### src/rtl/move_uart_tx.sv
// move_uart_tx: frames each committed game move as an 8N1 packet to the
// opponent board. Packet = SYNC_BYTE, move byte, and optionally a checksum
// byte (SYNC_BYTE ^ move) when MOVE_TX_CHECKSUM_EN is defined.
//
// Ports:
//   clk_in      system clock
//   rst_in_n    asynchronous active-low reset
//   tx_ready    one-cycle request strobe from the game FSM
//   move        move byte, sampled only on the accepting edge
//   tx_out      UART line, idles high (registered)
//   busy        packet in flight (registered)
//   frame_done  one-cycle pulse after the last stop bit (registered)
//   overrun     sticky: request seen while busy, cleared only by reset
module move_uart_tx #(
  parameter int unsigned CLKS_PER_BIT = 564,
  parameter logic [7:0]  SYNC_BYTE    = 8'hA5
) (
  input  logic       clk_in,
  input  logic       rst_in_n,
  input  logic       tx_ready,
  input  logic [7:0] move,
  output logic       tx_out,
  output logic       busy,
  output logic       frame_done,
  output logic       overrun
);

  localparam int unsigned BAUD_W = 10;
  localparam logic [BAUD_W-1:0] BAUD_LAST = BAUD_W'(CLKS_PER_BIT - 1);
`ifdef MOVE_TX_CHECKSUM_EN
  localparam logic [1:0] LAST_BYTE = 2'd2;
`else
  localparam logic [1:0] LAST_BYTE = 2'd1;
`endif

  typedef enum logic [1:0] {
    IDLE  = 2'd0,
    START = 2'd1,
    DATA  = 2'd2,
    STOP  = 2'd3
  } state_t;

  state_t            r_state, w_state_nxt;
  logic [BAUD_W-1:0] r_baud, w_baud_nxt;
  logic [2:0]        r_bit, w_bit_nxt;
  logic [1:0]        r_byte, w_byte_nxt;
  logic [7:0]        r_move, w_move_nxt;
  logic              r_tx, w_tx_nxt;
  logic              r_busy, w_busy_nxt;
  logic              r_done, w_done_nxt;
  logic              r_ovr, w_ovr_nxt;
  logic [7:0]        w_cur_byte;
  logic              w_bit_end;

  assign w_bit_end = (r_baud == BAUD_LAST);

  // Byte currently on the wire, selected by byte index
  always_comb begin
    w_cur_byte = SYNC_BYTE;
    case (r_byte)
      2'd0:    w_cur_byte = SYNC_BYTE;
      2'd1:    w_cur_byte = r_move;
      default: w_cur_byte = SYNC_BYTE ^ r_move;
    endcase
  end

  // State register plus registered outputs
  always_ff @(posedge clk_in or negedge rst_in_n) begin
    if (!rst_in_n) begin
      r_state <= IDLE;
      r_baud  <= '0;
      r_bit   <= '0;
      r_byte  <= '0;
      r_move  <= '0;
      r_tx    <= 1'b1;
      r_busy  <= 1'b0;
      r_done  <= 1'b0;
      r_ovr   <= 1'b0;
    end else begin
      r_state <= w_state_nxt;
      r_baud  <= w_baud_nxt;
      r_bit   <= w_bit_nxt;
      r_byte  <= w_byte_nxt;
      r_move  <= w_move_nxt;
      r_tx    <= w_tx_nxt;
      r_busy  <= w_busy_nxt;
      r_done  <= w_done_nxt;
      r_ovr   <= w_ovr_nxt;
    end
  end

  // Next-state and next-output logic; line value is computed one cycle
  // ahead so tx_out changes exactly on each bit boundary
  always_comb begin
    w_state_nxt = r_state;
    w_baud_nxt  = r_baud;
    w_bit_nxt   = r_bit;
    w_byte_nxt  = r_byte;
    w_move_nxt  = r_move;
    w_tx_nxt    = r_tx;
    w_busy_nxt  = r_busy;
    w_done_nxt  = 1'b0;
    w_ovr_nxt   = r_ovr;

    unique case (r_state)
      IDLE: begin
        if (tx_ready) begin
          w_state_nxt = START;
          w_baud_nxt  = '0;
          w_bit_nxt   = '0;
          w_byte_nxt  = '0;
          w_move_nxt  = move;
          w_tx_nxt    = 1'b0;
          w_busy_nxt  = 1'b1;
        end
      end
      START: begin
        if (w_bit_end) begin
          w_state_nxt = DATA;
          w_baud_nxt  = '0;
          w_bit_nxt   = '0;
          w_tx_nxt    = w_cur_byte[0];
        end else begin
          w_baud_nxt = r_baud + BAUD_W'(1);
        end
      end
      DATA: begin
        if (w_bit_end) begin
          w_baud_nxt = '0;
          if (r_bit == 3'd7) begin
            w_state_nxt = STOP;
            w_tx_nxt    = 1'b1;
          end else begin
            w_bit_nxt = r_bit + 3'd1;
            w_tx_nxt  = w_cur_byte[3'(r_bit + 3'd1)];
          end
        end else begin
          w_baud_nxt = r_baud + BAUD_W'(1);
        end
      end
      STOP: begin
        if (w_bit_end) begin
          w_baud_nxt = '0;
          if (r_byte == LAST_BYTE) begin
            w_state_nxt = IDLE;
            w_busy_nxt  = 1'b0;
            w_done_nxt  = 1'b1;
            w_tx_nxt    = 1'b1;
          end else begin
            w_byte_nxt  = r_byte + 2'd1;
            w_state_nxt = START;
            w_tx_nxt    = 1'b0;
          end
        end else begin
          w_baud_nxt = r_baud + BAUD_W'(1);
        end
      end
      default: begin
        w_state_nxt = IDLE;
        w_tx_nxt    = 1'b1;
        w_busy_nxt  = 1'b0;
      end
    endcase

    // Requests during a packet are dropped but remembered
    if ((r_state != IDLE) && tx_ready) begin
      w_ovr_nxt = 1'b1;
    end
  end

  assign tx_out     = r_tx;
  assign busy       = r_busy;
  assign frame_done = r_done;
  assign overrun    = r_ovr;

endmodule

### config.mk
export PLATFORM = sky130hd
export DESIGN_NAME = move_uart_tx
export DESIGN_NICKNAME = d
export VERILOG_FILES = /design/src/rtl/move_uart_tx.sv
export SDC_FILE = /design/constraint.sdc
export NUM_CORES = 1
export LEC_CHECK = 0
export CORE_ASPECT_RATIO = 1.2
export CORE_MARGIN = 8
export CORE_UTILIZATION = 49
export CTS_CLUSTER_DIAMETER = 30
export DETAILED_ROUTE_END_ITERATION = 8
export PLACE_DENSITY = 0.78
export SYNTH_ARGS = -nofsm -noshare
export SYNTH_HDL_FRONTEND = slang
export SYNTH_SLANG_ARGS = --single-unit
### constraint.sdc
create_clock -name clk_in -period 5.1 [get_ports clk_in]
set_input_delay 0.765 -clock clk_in [delete_from_list [all_inputs] [get_ports clk_in]]
set_output_delay 0.765 -clock clk_in [all_outputs]
set_load 0.02 [all_outputs]
### Yosys cells after proc, flatten, opt, wreduce, memory -nomap -nowiden

Index checks and enable logic that the tools add are counted.

* bits in registers: 29
* input bits: 11
* output and inout bits: 4

* add/subtract/negate cells: 3
* magnitude comparators: 1
* equality and inequality tests: 14
* mux-type cells: 35
* bitwise operators: 1
* reductions and logical operators: 13

Operators with widths (number)
* 10-bit two-way mux: 2
* 10-bit one-hot mux with 2 select lines: 1
* 2-bit two-way mux: 8
* 2-bit inequality test, second input constant: 8
* 8-bit one-hot mux with 2 select lines: 1
* 1-bit two-way mux: 13
* 3-bit two-way mux: 4
* 4-bit AND reduction: 3
* 10-bit by 1-bit adder with 10-bit output, second input constant: 1
* 10-bit equality test, second input constant: 1
* 5-bit AND reduction: 2
* 3-bit one-hot mux with 3 select lines: 1
* 2-bit one-hot mux with 4 select lines: 1
* 2-bit by 1-bit equality test with 1-bit output, second input constant: 2
* 2-bit equality test, second input constant: 2
* 2-bit zero test: 2
* 3-bit by 4-bit less-than comparator with 1-bit output, second input constant: 1
* 4-bit NOT: 1
* 1-bit one-hot mux with 4 select lines: 1
* 2-bit one-hot mux with 2 select lines: 1
* 2-bit nonzero test: 2
* 3-bit by 1-bit adder with 3-bit output, second input constant: 1
* 1-bit binary-select mux with 3-bit select: 1
* 3-bit equality test, second input constant: 1
* 6 further kinds: 6

### Depth between registers and ports, before layout

Gate-level depths: netlist (run 1).

* depth in word-level cells: 7
* mapped depth: 8
* gate-level depth less buffers: 6

### Worst setup path after synthesis (run 1)

OpenSTA, ideal clock, no wires.

* path type: reg2reg
* start point: register r_state[0]
* end point: register r_bit[0]
* library setup time: 0.125 ns
* arrival: 1.680 ns
* required time: 4.975 ns
* slack: 3.295 ns
* stages on the path, launching flop included: 8
* path through: dfrtp_1 -> inv_1 -> ha_1 -> clkbuf_1 -> nand2b_1 -> or2b_1 -> a221o_1 -> mux2_4

* word-level cells in the longest chain between the ends: 3
* elaborated cells on any way between the ends: 10
* classes of those cells: 6 x eq/ne; 1 x mux; 3 x reduce/logical

RTL lines
* start, declared: RTL line 43 `state_t r_state, w_state_nxt;`
* start signal, assigned: RTL line 80 `r_state <= w_state_nxt;`
* 2-bit equality test (tied with other cells): RTL line 105 `unique case (r_state)`
* 2-bit inequality test (no line) / 3-bit nonzero test (equally long branches)
* 5-bit AND reduction (no line)
* end signal, assigned: RTL line 82 `r_bit <= w_bit_nxt;`
* end, declared: RTL line 45 `logic [2:0] r_bit, w_bit_nxt;`

Parallel ways exist; a longest one is shown, timed or not.
A chain may end at the register's enable or synchronous reset.

### Worst setup path in the final report (run 1)

* start point: input port tx_ready
* end point: register r_bit[0]

* word-level cells in the longest chain between the ends: 2

RTL lines
* start, declared: RTL line 20 `input logic tx_ready,`
* 2-bit inequality test (no line)
* 5-bit AND reduction (no line)

No other way between the ends.

==> out/results.txt, run 1 <==
Post-synthesis compound-gate area fraction: 15.7%. In this run the critical register-to-register path is launched from r_baud[0]. Summing the sequential cell areas from Yosys gives 42.8% of the chip area.

After detailed routing, the total wire length is 3420 um. The wire-length estimate of the detail-placed layout is 2550 um. For the slack of the worst reg-to-reg path, the log shows 2.83 ns. 15 I/O pins were placed. The number of buffer and inverter stages on the critical path was 1; the per-instance average area after synthesis was 10.6 um^2. For this run the aggregate overflow at the end of global routing stands at 0.

In this run the post-CTS setup repair buffer count came out at 0. In the post-synthesis netlist, the biggest area contributors are dfrtp_1 (41%), ha_1 (6.6%), mux2_2 (6.6%). The logs give 4 for the detailed-routing iteration count for the pre-antenna-repair pass and 1355 for the number of global-route vias before repair. For the number of cells upsized or downsized after cts, the log shows 0. The run gives 277 as the number of filler instances in the final layout. By area, the combinational part of the netlist is dominated by simple AND/OR/NAND/NOR gates. The tools report the number of DRC markers in iteration 0 as 69. The highest cell delay on the worst timing path is 0.56 ns, and the initial core utilization is 50.8%.

The biggest area contributor in the post-synthesis netlist is dfrtp_1. The tools report the final hold violation count as 0. Average routed wire per standard cell: 16.1 um.

Among all flip-flop cells after synthesis, the most frequent one is dfrtp_1. The library cells used most frequently in the layout, excluding fill and tap cells, are dfrtp_1 (28), nand2_1 (15), clkdlybuf4s50_1 (14), mux2_2 (10). The number of synthesized flops with an enable pin was 0.

The category of the worst setup path capture point was a flop. For the post-cts hold buffer count, the log shows 0. The area of the die came out at 0.00561 mm^2. The number of nets at the end of the flow is 195, and the flip-flop and latch count after synthesis is 29.

The number of cell rows was 23. Combinational logic is responsible for 39.9% of the overall power. For the static power due to leakage, the log shows 0.848 nW. In the final layout, the multi-input gates occupy 901 um^2. The synthesized net count is 180. The class of the tightest hold or removal check is reg2reg.

The worst path setup slack after routing is 2.66 ns. Across the run, the number of max-cap violations was 0. The count of buffers added on input and output ports is 14.

The logs give 27.8% for the worst relative slew slack and 5 for the total clock buffers created by CTS. For the pin with the worst max-slew slack, the measured transition is 1.08 ns. The floorplan step set the die width to 69.7 um. From synthesis to final layout, the design area changed by 14.5%. The pin count of the biggest net entering global routing came out at 30. The first global-routing pass estimated 6030 um of wire. In the final timing run, aggregate negative setup slack is 0 ns. Setup violations remaining at the end of the flow were counted as 0. Data on the critical path is required at its endpoint by 5.26 ns. The number of different library cells used by synthesis comes to 45. The area taken by flip-flops and latches was 727 um^2. The maximum fanout count along the critical path came out at 12. The share of final-layout standard cells stronger than drive strength 1 works out to 13.6%. The flow ran to the end, and the final reports show no timing, DRC or antenna violations. The count of cells in the finished layout, fillers not included, comes to 213.

The run gives 0.27 ns as the worst-skew pair later-pin latency. The endpoint identified for the worst register-to-register timing path is r_baud[5]. Sequential cells account for 39.8% of the total power. In this run switching power makes up 36.7% of total power.

In this run the worst setup path terminates at r_bit[0]. In this run the power spent charging and discharging nets is 0.342 mW. The worst reg2reg path depth is 5. The most common cell after layout, fill and taps aside was dfrtp_1.

Of the post-synthesis cell area, the part taken by muxes is 12.2%. The areal power density over the cells came out at 481 mW/mm^2. The most critical setup path has its startpoint at tx_ready.

Across every metal layer, demand over resource in global routing totals 13.1%. The category of cells accounting for the largest share of critical-path delay was simple AND/OR/NAND/NOR gates. The run gives 0 as the number of antenna violations at the first check in global routing. The total placed cells including tap cells was 205; the fraction of post-synthesis cell area in the top cell type by area was 41.3%. The logs give 0.591 mW for the cell-internal power and 29 for the number of clock sinks.

Data arrives at the worst endpoint at 2.60 ns. Setup repair after global routing left no endpoint under its margin. Clock tree synthesis selected as its root buffer the cell clkbuf_8. Via count: 1298. For the maximum buffer depth of the clock tree, the log shows 2. Static timing analysis puts the maximum clock frequency at 410 MHz. The type of the worst setup path was in2reg. The logs give 20.3% for the clock group share of total power and 0 for the number of warnings printed during yosys synthesis.

The H-tree was split into 2 levels. The post-route clock period utilization works out to 47.9%. The die boundary height came out at 80.5 um. After floorplanning, the core was sized to cover 0.00334 mm^2. The area of the mapped netlist is 0.00170 mm^2. TritonCTS built the clock tree. The number of DRC violations after detailed routing is 0. The simple-gate share of the synthesized area is 16.4%, and the clock-pin slew reported for the worst setup and hold paths after clock tree synthesis is 0.06 ns. Across all hold checks on the routed design, the worst slack comes to 0.462 ns. The minimum period implied by the final worst setup slack came out at 2.44 ns. The clock arrives with 0.00380 ns of skew.

0 antenna diodes ended up in the layout. The tools report the count of pins over their slew limit as 0. The signal on the critical path passes through clkdlybuf4s50_1 > nand2b_1 > or2b_1 > a221o_1 > mux2_4. The count of nets left with antenna violations once routing finished came out at 0.

The path length in cells of the critical path works out to 5. Prior to clock tree synthesis, the placed netlist has a worst setup slack of 2.37 ns. Library cell contributing the largest single delay on the critical path: clkdlybuf4s50_1.

Summing the areas of all fa, ha and maj instances in the mapped netlist gives 6.64% of the synthesized area. Routability-driven placement finished with a final weighted congestion of 0.848. In the synthesized netlist the async set-or-reset flop fraction comes to 100%.

The mean number of vias per cell works out to 6.09. The worst vdd rail ir drop is 0.320 mV. The sort of element at the start of the critical path is an input port. The xor and xnor area share after synthesis is 2.06%. Counting every instance in the synthesized netlist gives 160.
## power groups by stage
stage / Combinational [mW] / Clock (mW) / Sequential [mW]
floorplan: 0.299 / 0 / 0.359
global placement: 0.355 / 0 / 0.368
detailed placement: 0.373 / 0 / 0.374
CTS: 0.374 / 0.195 / 0.370
global route: 0.418 / 0.202 / 0.378
finish: 0.373 / 0.190 / 0.371
## worst reg2reg max path, delay by kind of cell, from the launching register on
family | cells | cell delay [ns]
AOI/OAI and AO/OA | 3 | 1.34
DFF | 1 | 0.42
adders and majority gates | 1 | 0.26
and+or+nand+nor | 1 | 0.17
## cell usage after synthesis, drive strengths merged (4+ instances only)
library cell / number
inv: 8
mux2i: 8
nand2b: 4
mux2: 11
o21ai: 5
nor2: 6
dfrtp: 28
nor2b: 5
a22o: 7
a31oi: 9
ha: 9
clkbuf: 4
nand2: 15
## sequential cells by signal (all words and copies together) (netlist names)
signal      count
frame_done      1
tx_out          1
overrun         1
r_bit           3
r_move          8
r_byte          2
r_baud         10
busy            1
r_state         2
## kinds of logic after synthesis
group           after synthesis
flops                        29
fa+ha+maj                     9
compound gates               37
buf+inv                      15
xor+xnor                      4
simple gates                 47
mux                          19
## cell type report
class / instances / area share, %
flip-flops and latches: 29 / 37.4
repair buffers: 15 / 7.60
inverters: 8 / 1.55
multi-input cells: 116 / 46.4
clock buffers: 8 / 4.64
well taps: 37 / 2.38
## metal layers
layer / up-vias / wire [um] / track usage [%]
met5: - / 0 / 0
met4: 0 / 99 / 7.04
met3: 10 / 131 / 3.82
met2: 33 / 1730 / 24.1
met1: 643 / 1470 / 13.0
li1: 612 / - / -
## stage by stage
stage                     instance area [um^2]  utilization (%)  total power [mW]
final                                     1940             58.2             0.933
after global routing                      1940             58.2             0.998
after CTS                                 1940             58.2             0.940
after detailed placement                  1850             55.5             0.747
after global placement                    1850             55.5             0.723
after floorplan                           1700                -             0.658
## worst min-delay path by stage
stage	from	to	cells past startpoint
3_5_place_dp	overrun	overrun	1
5_1_grt	overrun	overrun	1
6_report	overrun	overrun	1
4_1_cts	overrun	overrun	1
3_3_place_gp	overrun	overrun	1
2_1_floorplan	r_baud[4]	r_baud[4]	1
Power figures use the tool's default switching activity.
==> run 2, diff against run 1 <==
--- a/config.mk
+++ b/config.mk
@@ -10,7 +10,7 @@
 export CORE_UTILIZATION = 49
 export CTS_CLUSTER_DIAMETER = 30
 export DETAILED_ROUTE_END_ITERATION = 8
-export PLACE_DENSITY = 0.78
+export PLACE_DENSITY = 0.81
 export SYNTH_ARGS = -nofsm -noshare
 export SYNTH_HDL_FRONTEND = slang
 export SYNTH_SLANG_ARGS = --single-unit
==> constraint.sdc (replaced) <==
create_clock -name clk_in -period 2.15 [get_ports clk_in]
set_input_delay 0.3225 -clock clk_in [delete_from_list [all_inputs] [get_ports clk_in]]
set_output_delay 0.3225 -clock clk_in [all_outputs]
set_load 0.02 [all_outputs]
==> out/results.txt, run 2 (same netlist as run 1, synthesis figures left out) <==
For the post-place setup slack, the log shows -0.104 ns (was 2.37 ns). The logs give 907 um^2 (was 901 um^2) for the area of combinational cells with multiple inputs and 2.24 ns (was 2.60 ns) for the arrival time of data at the critical path endpoint. The placed instance area was 0.00187 mm^2 (was 0.00185 mm^2). The total of max-cap violations is 0 (unchanged), and the worst reg2reg path depth is 5 (unchanged).

The logs give 0 (unchanged) for the number of antenna violations at the first check in global routing and 29 (unchanged) for the number of clock sinks. The clock-pin slew reported for the worst setup and hold paths after clock tree synthesis was 0.06 ns (about the same). The sum of net half-perimeters after detailed placement was 2580 um (was 2550 um); the total congestion overflow was 0 (unchanged).

The met1 layer usage reported by global route is 14.9% (was 13.0%), and the final hold violation count is 0 (unchanged). The areal power density over the cells is 1140 mW/mm^2 (was 481 mW/mm^2). The mean number of vias per cell is 6.15 (was 6.09), and the fraction of met2 tracks used by global routing is 22.6% (was 24.1%). For the worst-skew pair later-pin latency, the log shows 0.28 ns (was 0.27 ns). For the overall global routing resource usage, the log shows 13.6% (was 13.1%).

The routing layer with the top usage in global route was met2 (unchanged). Average routed wire per standard cell: 16.6 um (was 16.1 um). The worst relative slew slack came out at 57.5% (was 27.8%).

The die boundary height was 80.5 um (unchanged). Leading cell types in the layout, fill and taps excluded: dfrtp_1 (28), nand2_1 (15), clkdlybuf4s50_1 (14), mux2_2 (10), ha_1 (9) (was dfrtp_1 (28), nand2_1 (15), clkdlybuf4s50_1 (14), mux2_2 (10)). The run gives 0.00561 mm^2 (unchanged) as the area of the die. The total clock buffers created by CTS was 5 (unchanged). The category of the worst setup path capture point was a flop (unchanged). The count of input and output buffers is 14 (unchanged). The detailed-routing iteration count for the pre-antenna-repair pass is 4 (unchanged). The reg-to-reg critical path endpoint is r_bit[0] (was r_baud[5]).

The logs give 0.00334 mm^2 (unchanged) for the core area and 6160 um (was 6030 um) for the wire length of the first global-routing pass. Most common cell after layout, fill and taps aside: dfrtp_1 (unchanged). For the cell area after layout, the log shows 0.00196 mm^2 (was 0.00194 mm^2). For the number of DRC violations after detailed routing, the log shows 0 (unchanged). The flow ran to the end, and the final reports show no timing, DRC or antenna violations. The tools report the worst path setup slack after routing as 0.0803 ns (was 2.66 ns). For the area taken by flip-flops and latches, the log shows 727 um^2 (unchanged). Class of the tightest hold or removal check: in2async (was reg2reg). The run gives 0.748 mV (was 0.320 mV) as the worst vdd rail ir drop. The tools report the reg-to-reg startpoint as r_baud[0] (unchanged). For the maximum buffer depth of the clock tree, the log shows 2 (unchanged).

The library cell used as clock root buffer was clkbuf_8 (unchanged). The share of final-layout standard cells stronger than drive strength 1 was 16.2% (was 13.6%). The sort of element at the start of the critical path is a flop (was an input port).

The tools report the count of pins over their slew limit as 0 (unchanged). The minimum period implied by the final worst setup slack came out at 2.07 ns. The remaining number of nets flagged by the antenna check after routing is 0 (unchanged). The number of setup buffers added after CTS was 0 (unchanged). The run gives 50.8% (unchanged) as the initial core utilization. For the final weighted congestion of routability-driven global placement, the log shows 0.813 (was 0.848). Setup skew after layout: 0.00660 ns (was 0.00380 ns). The die extent in x works out to 69.7 um (unchanged).

The count of final setup violators came out at 0 (unchanged). The tools report the number of DRC markers in iteration 0 as 149 (was 69). Worst setup path startpoint: r_baud[0] (was tx_ready). For the number of nets at the end of the flow, the log shows 198 (was 195). TritonCTS built the clock tree. The logs give 0.862 nW (was 0.848 nW) for the static power due to leakage and 2 (unchanged) for the H-tree level count. The post-route clock period utilization was 96.3%. The run gives 4.68% (was 3.82%) as the met3 capacity usage during global routing.

The count of antenna diodes in the layout was 0 (unchanged). The number of global-route vias before repair came out at 1354 (was 1355). The maximum frequency from static timing analysis was 483 MHz. The register containing the most flip-flops in the final layout is r_baud (unchanged). The tools report the pin count of the biggest net entering global routing as 30 (unchanged).

The type of the worst setup path is reg2reg (was in2reg). The via count was 1328 (was 1298). The layout overhead on the synthesized area was 15.7% (was 14.5%); the maximum fanout count along the critical path was 6 (was 12). Worst endpoint required time: 2.32 ns (was 5.26 ns). The total routed wirelength came out at 3590 um (was 3420 um). The slack of the worst reg-to-reg path was 0.08 ns (was 2.83 ns).

The run gives 23 (unchanged) as the number of cell rows. Last element of the critical path: r_bit[0] (unchanged). Biggest registers after layout: r_baud x10, r_move x8, r_bit x3 (unchanged).

Setup repair after global routing could not meet its margin everywhere. Number of flip-flops under the largest register name: 10 (unchanged). The slew of the pin with the lowest slew margin was 0.636 ns (was 1.08 ns); the number of primary I/O pins was 15 (unchanged).

The number of filler instances in the final layout is 269 (was 277).
run 2: changes by cell type in the layout (fill, tap and decap cells not counted):
cell,change
a31oi_1,-1
clkbuf_1,-1
clkinv_2,+2
buf_4,+3
clkbuf_8,-1
a31oi_2,+1
run 2: where the power goes:
group,internal [mW],switching (mW)
logic,0.447,0.478
clock network,0.223,0.206
registers,0.717,0.169
total,1.39,0.853
run 2: repair_timing:
item | in CTS | in global routing
gates resized for setup | 1 | 0
hold buffers | 0 | 0
endpoints found under the setup margin | 2 | 1
run 2: worst min path at each step:
| stage | startpoint | to | slack (ns) | depth (start not counted) |
|---|---|---|---|---|
| after floorplan | rst_in_n | busy | 0.03 | 0 |
| after global placement | overrun | overrun | 0.44 | 1 |
| after detailed placement | overrun | overrun | 0.45 | 1 |
| after CTS | rst_in_n | r_baud[5] | 0.43 | 2 |
| after global routing | rst_in_n | r_baud[2] | 0.46 | 2 |
| final | rst_in_n | r_baud[3] | 0.42 | 2 |
run 2: area by class of cell:
| cell class | count | share of cell area (%) |
|---|---|---|
| Inverter | 8 | 1.53 |
| Tap cell | 37 | 2.36 |
| Clock buffer | 6 | 3.70 |
| Multi-Input combinational cell | 116 | 46.2 |
| Clock inverter | 2 | 0.510 |
| Timing Repair Buffer | 18 | 8.67 |
| Sequential cell | 29 | 37.0 |
run 2: metrics by stage:
stage / util, % / setup TNS (ns) / total power [mW] / hold slack, ns / cells
CTS: 58.8 / 0 / 2.24 / 0.430 / 216
finish: 58.8 / 0 / 2.24 / 0.419 / 216
floorplan: - / 0 / 1.56 / 0.0269 / 160
global route: 58.8 / -0.0248 / 2.40 / 0.460 / 216
detailed placement: 56.1 / -0.184 / 1.79 / 0.452 / 208
global placement: 56.1 / 0 / 1.74 / 0.439 / 208
run 2: routing by layer:
metal | routed length [um] | vias up
li1 | - | 618
met1 | 1420 | 656
met2 | 1870 | 47
met3 | 209 | 7
met4 | 84 | 0
met5 | 0 | -
run 2: worst max-delay path: stages, from the launching register on:
cell and delay (ns):
dfrtp_1 0.41, ha_1 0.23, nor4b_4 0.45, nand3_4 0.15, a221o_1 0.43, mux2_4 0.28
